===== src/rtl/pipelined_csel_adder_pkg.sv =====
// Shared helpers for the pipelined carry-select adder: stage count and a one-bit full adder.
package pipelined_csel_adder_pkg;

    function automatic int num_stages(input int width, input int block, input int blocks_per_stage);
        int groups;
        groups = width / block;
        return (groups + blocks_per_stage - 1) / blocks_per_stage;
    endfunction

    // Returns {carry_out, sum}.
    function automatic logic [1:0] full_add(input logic a, input logic b, input logic cin);
        return {(a & b) | (a & cin) | (b & cin), a ^ b ^ cin};
    endfunction

endpackage


===== src/rtl/pipelined_csel_adder_csel_block.sv =====
// One carry-select group: two ripple chains (carry-in 0 and 1) and a per-bit select on the real carry.
module csel_block
    import pipelined_csel_adder_pkg::*;
#(
    parameter int BLOCK = 8
) (
    input  logic [BLOCK-1:0] a,
    input  logic [BLOCK-1:0] b,
    input  logic             cin,
    output logic [BLOCK-1:0] sum,
    output logic             cout
);

    logic [BLOCK-1:0] sum0;
    logic [BLOCK-1:0] sum1;
    logic [BLOCK:0]   carry0;
    logic [BLOCK:0]   carry1;

    always_comb begin
        sum0   = '0;
        sum1   = '0;
        carry0 = '0;
        carry1 = '0;
        carry1[0] = 1'b1;
        for (int i = 0; i < BLOCK; i++) begin
            {carry0[i+1], sum0[i]} = full_add(a[i], b[i], carry0[i]);
            {carry1[i+1], sum1[i]} = full_add(a[i], b[i], carry1[i]);
        end
    end

    assign sum  = cin ? sum1 : sum0;
    assign cout = cin ? carry1[BLOCK] : carry0[BLOCK];

endmodule


===== src/rtl/pipelined_csel_adder.sv =====
// Pipelined carry-select adder/subtractor with valid/ready on both sides.
// Each stage resolves BLOCKS_PER_STAGE groups and forwards only the operand bits still to be added.
module pipelined_csel_adder
    import pipelined_csel_adder_pkg::*;
#(
    parameter int WIDTH            = 64,
    parameter int BLOCK            = 8,
    parameter int BLOCKS_PER_STAGE = 2
) (
    input  logic             clk_i,
    input  logic             rst_ni,
    input  logic             valid_i,
    output logic             ready_o,
    input  logic [WIDTH-1:0] num1_i,
    input  logic [WIDTH-1:0] num2_i,
    input  logic             carry_i,
    input  logic             sub_i,
    output logic             valid_o,
    input  logic             ready_i,
    output logic [WIDTH-1:0] sum_o,
    output logic             carry_o,
    output logic             overflow_o
);

    localparam int NUM_GROUPS = WIDTH / BLOCK;
    localparam int NUM_STAGES = num_stages(WIDTH, BLOCK, BLOCKS_PER_STAGE);
    localparam int STAGE_BITS = BLOCK * BLOCKS_PER_STAGE;
    localparam int LAST_LO    = (NUM_STAGES - 1) * STAGE_BITS;

    if (BLOCK < 1 || BLOCKS_PER_STAGE < 1 || NUM_GROUPS * BLOCK != WIDTH) begin : gen_bad_params
        $error("pipelined_csel_adder: WIDTH must be a multiple of BLOCK, BLOCK and BLOCKS_PER_STAGE >= 1");
    end

    logic adv;
    logic ovf_q;
    logic a_msb;
    logic b_msb;

    assign adv     = ready_i | ~valid_o;
    assign ready_o = adv;

    for (genvar s = 0; s < NUM_STAGES; s++) begin : gen_stg
        localparam int LO   = s * STAGE_BITS;
        localparam int HI   = (((s + 1) * STAGE_BITS < WIDTH) ? (s + 1) * STAGE_BITS : WIDTH) - 1;
        localparam int NG   = (HI - LO + 1) / BLOCK;
        localparam bit LAST = (s == NUM_STAGES - 1);

        logic               in_v;
        logic               in_c;
        logic [WIDTH-LO-1:0] in_a;
        logic [WIDTH-LO-1:0] in_b;
        wire  [HI-LO:0]     grp_sum;
        logic [HI:0]        sum_d;
        logic               st_cout;
        logic               q_v;
        logic               q_c;
        logic [HI:0]        q_sum;

        if (s == 0) begin : gen_in
            assign in_v  = valid_i & adv;
            assign in_a  = num1_i;
            assign in_b  = sub_i ? ~num2_i : num2_i;
            assign in_c  = sub_i | carry_i;
            assign sum_d = grp_sum;
        end else begin : gen_in
            assign in_v  = gen_stg[s-1].q_v;
            assign in_c  = gen_stg[s-1].q_c;
            assign in_a  = gen_stg[s-1].gen_fwd.q_a;
            assign in_b  = gen_stg[s-1].gen_fwd.q_b;
            assign sum_d = {grp_sum, gen_stg[s-1].q_sum};
        end

        for (genvar j = 0; j < NG; j++) begin : gen_grp
            logic             cin;
            logic             cout;
            logic [BLOCK-1:0] sum;

            if (j == 0) begin : gen_c0
                assign cin = in_c;
            end else begin : gen_cn
                assign cin = gen_grp[j-1].cout;
            end

            csel_block #(.BLOCK(BLOCK)) u_blk (
                .a    (in_a[j*BLOCK +: BLOCK]),
                .b    (in_b[j*BLOCK +: BLOCK]),
                .cin  (cin),
                .sum  (sum),
                .cout (cout)
            );

            assign grp_sum[j*BLOCK +: BLOCK] = sum;
        end

        assign st_cout = gen_grp[NG-1].cout;

        always_ff @(posedge clk_i) begin
            if (!rst_ni) begin
                q_v   <= 1'b0;
                q_c   <= 1'b0;
                q_sum <= '0;
            end else if (adv) begin
                q_v   <= in_v;
                q_c   <= st_cout;
                q_sum <= sum_d;
            end
        end

        // Only the operand bits above this stage travel on.
        if (!LAST) begin : gen_fwd
            logic [WIDTH-HI-2:0] q_a;
            logic [WIDTH-HI-2:0] q_b;

            always_ff @(posedge clk_i) begin
                if (!rst_ni) begin
                    q_a <= '0;
                    q_b <= '0;
                end else if (adv) begin
                    q_a <= in_a[WIDTH-LO-1:HI-LO+1];
                    q_b <= in_b[WIDTH-LO-1:HI-LO+1];
                end
            end
        end
    end

    assign a_msb = gen_stg[NUM_STAGES-1].in_a[WIDTH-LAST_LO-1];
    assign b_msb = gen_stg[NUM_STAGES-1].in_b[WIDTH-LAST_LO-1];

    always_ff @(posedge clk_i) begin
        if (!rst_ni) begin
            ovf_q <= 1'b0;
        end else if (adv) begin
            ovf_q <= (a_msb == b_msb) & (gen_stg[NUM_STAGES-1].sum_d[WIDTH-1] != a_msb);
        end
    end

    assign valid_o    = gen_stg[NUM_STAGES-1].q_v;
    assign sum_o      = gen_stg[NUM_STAGES-1].q_sum;
    assign carry_o    = gen_stg[NUM_STAGES-1].q_c;
    assign overflow_o = ovf_q;

endmodule


===== config.mk =====
export PLATFORM = sky130hd
export DESIGN_NAME = pipelined_csel_adder
export DESIGN_NICKNAME = d
export VERILOG_FILES = /design/src/rtl/pipelined_csel_adder_pkg.sv /design/src/rtl/pipelined_csel_adder_csel_block.sv /design/src/rtl/pipelined_csel_adder.sv
export SDC_FILE = /design/constraint.sdc
export NUM_CORES = 1
export LEC_CHECK = 0
export BUFFER_PORTS_ARGS = -buffer_cell sky130_fd_sc_hd__buf_4
export CELL_PAD_IN_SITES_DETAIL_PLACEMENT = 1
export CELL_PAD_IN_SITES_GLOBAL_PLACEMENT = 1
export CORE_MARGIN = 3
export CORE_UTILIZATION = 45
export CTS_BUF_LIST = sky130_fd_sc_hd__clkbuf_2
export CTS_CLUSTER_SIZE = 40
export DETAILED_ROUTE_END_ITERATION = 7
export PLACE_DENSITY_LB_ADDON = 0.1
export REMOVE_ABC_BUFFERS = 1
export SYNTH_ARGS = -nofsm -noshare
export SYNTH_HDL_FRONTEND = slang
export SYNTH_HIERARCHICAL = 1
export SYNTH_SLANG_ARGS = --single-unit

===== constraint.sdc =====
create_clock -name clk_i -period 3.3 [get_ports clk_i]
set_input_delay 0.165 -clock clk_i [delete_from_list [all_inputs] [get_ports clk_i]]
set_output_delay 0.165 -clock clk_i [all_outputs]
set_load 0.05 [all_outputs]

==> out/qor.yml <==
outcome:
  status: "finished with violations"
  violations: "setup timing"
global_route:
  use_met3_pct: 5.20
  busiest_layer: "met2"
  antenna_found_initial: 3
  grt_max_degree: 133
  gr-total-overflow: 0
  grt_util_met1_pct: 28.8
  grtUsageTotal_pct: 25.7
  grt_pass1_vias: 18031
  grt_pass1_wl_um: 89200
  use_met2_pct: 47.8
detailed_routing:
  vias: 16490
  dr.first_iter.drc_count: 565
  drt_first_pass_iters: 5
  routed_wl_um: 54500
  routed_via_density: 5.19
  final_antenna_net_count: 0
  wire_per_inst_um: 17.1
  drcViolationCount: 0
cts:
  htreeDepth: 3
  cts_buffer_depth: 3
  cts.sinks: 361
  cts_tree: "done"
  clk_latency_ns: 1.00
  cts_inserted_buffers: 98
  path_clk_slew_ns: 0.10
  cts-root-buf: "clkbuf_2"
timing:
  maxSlewViolCount: 0
  min_period_over_period_pct: 100
  skew_ns: 0.0854
  hold_viol: 0
  fmax_ghz: 0.303
  setup_viol: 1
  fin_setup_tns_ns: -0.00560
  fin_crit_ns: 3.31
  slew_headroom_pct: 44.2
  tightestPinTransition_ns: 0.837
  layout_setup_ws_ns: -0.00560
final_layout:
  drive_above_1_share_pct: 16.8
  final_nets: 2815
  syn2layout_area_growth_pct: 33.5
  utilization_pct: 61.1
worst_setup_path:
  cp_max_fo: 40
  reg2reg_slack_ns: 0.15
  crit_required_ns: 4.18
  cp-startpoint: "sub_i"
  regToRegEndpoint: "overflow_o"
  cp.arrival_ns: 4.19
  critPathKind: "input port to flip-flop"
  r2r_start: "gen_stg[2].gen_fwd.q_a[0]"
  crit_path_end: "gen_stg[0].q_sum[14]"
  cp-start-kind: "input port"
  worst-r2r-cell-count: 12
  worst_setup_path_end_kind: "flip-flop"
synthesis:
  synth.most_common_cell: "nand2_1"
  syn-instance-count: 2053
  synth_cell_types: 45
  yosysWarnings: 6
  synth_area_leaders: "dfxtp_1 41%, nand2_1 15%, a21boi_1 13%, ha_1 5.1%, xnor2_1 3.9%"
  synth_largest_area_cell: "dfxtp_1"
  synth_edf_count: 0
  synth_ff_type: "dfxtp_1"
  synthTopCellsByCount: "694 x nand2_1, 361 x dfxtp_1, 302 x a21boi_1"
  syn_area_sq_um: 17800
  ys_ff_latch: 361
  synthArstFlopShare_pct: 0
  avgSynthCellArea_sq_um: 8.68
  yosys.area.top_type_share_pct: 40.6
  seq_area_frac_synth_pct: 40.6
die:
  rows: 72
  start_util_pct: 45.8
  dieArea_sq_um: 42000
  core-area_sq_um: 38900
  fp.dieH_um: 205
  io_pins: 202
  fp.dieW_um: 205
power_and_ir_drop:
  ir_drop_uv: 253
  leakage_nw: 10.5
  power_density_nw_per_um2: 428
job:
  maxCapViolCount: 0
worst_hold_path:
  hold_class: "input port to flip-flop"
  hold_start: "rst_ni"
placed_design:
  dp_hpwl_um: 27900
  port_buffers: 201
  place_congestion: 0.836
-- cell families after synthesis --
| family | count (synthesis) | share of synthesized area, % |
|---|---|---|
| buf+inv | 168 | 5.97 |
| flops | 361 | 40.6 |
| fa+ha+maj | 72 | 5.05 |
| simple gates | 850 | 19.8 |
| compound gates | 490 | 23.1 |
| xor+xnor | 112 | 5.50 |
-- worst min-delay path by stage --
stage | endpoint | depth (start not counted) | slack (ns)
floorplan | valid_o | 1 | 0.28
global placement | gen_stg[0].gen_fwd.q_a[14] | 3 | 0.42
detailed placement | gen_stg[0].gen_fwd.q_a[26] | 3 | 0.43
CTS | gen_stg[1].q_sum[21] | 3 | 0.18
global route | sum_o[20] | 3 | 0.24
finish | sum_o[16] | 3 | 0.28
-- what timing repair did --
action	CTS	global route
endpoints found under the hold margin	361	0
resized for setup	1	4
gates cloned	0	0
endpoints found under the setup margin	1	2
pin swaps	0	4
hold buffers	366	0
setup buffers	0	3
-- power by group --
group | internal, mW | leakage, nW | switching (mW)
sequential | 4.66 | 2.97 | 0.209
clock | 1.29 | 0.622 | 1.88
combinational | 1.14 | 6.86 | 0.993
-- placed cells by master (no fill, tap or decap), drive strengths merged, types with 42 or more instances in the layout --
master	Yosys	layout
clkbuf	36	132
xnor2	80	80
a21boi	311	311
dfxtp	361	361
nor2	63	63
dlygate4sd3	0	366
o211a	48	48
buf	91	217
ha	72	72
inv	41	42
nand2	694	694
-- registers in the layout, summed over array words and instances (netlist names) --
name and flops:
valid_o 1, overflow_o 1, carry_o 1, sum_o 64
gen_stg.gen_fwd.q_b 96, gen_stg.q_v 3, gen_stg.q_sum 96, gen_stg.gen_fwd.q_a 96
gen_stg.q_c 3
-- stage by stage --
stage	cell area (sq um)	setup WS, ns	std cells	power (mW)	hold WS [ns]
floorplan	16900	-3.90	1926	5.93	0.283
global placement	19300	0.254	2658	6.40	0.423
detailed placement	19300	0.0200	2658	6.47	0.427
CTS	23700	0.0521	3174	10.1	0.175
global route	23800	-0.0147	3179	10.8	0.237
finish	23800	-0.00560	3180	10.2	0.280
-- critical path, stage by stage --
cell and delay (ns):
buf_4 0.17, buf_4 0.67, xor2_1 0.26, ha_1 0.31, dlygate4sd3_1 0.62, nand2_1 0.10, nor2_1 0.06, a211o_1 0.24
dlygate4sd3_1 0.56, nor3_1 0.19, dlygate4sd3_1 0.59, nand2_1 0.06, a21boi_1 0.17
-- per-layer routing --
layer  share of wire, %  routed length, um  up-vias
met5                  0                  0        -
met4                2.7               1460        0
met3                3.9               2110      107
met2                 52              28500      306
met1                 41              22500     8045
li1                   -                  -     8032
-- area by class of cell --
type                       count  area, sq um
fill                        4568        15100
multi-input combinational   1524         9550
sequential                   361         7230
timing repair buffer         583         5380
clock buffer                 132          661
tap                          518          648
inverter                      41          166
clock inverter                18          148
antenna                        3         7.51
Power figures use the tool's default switching activity.
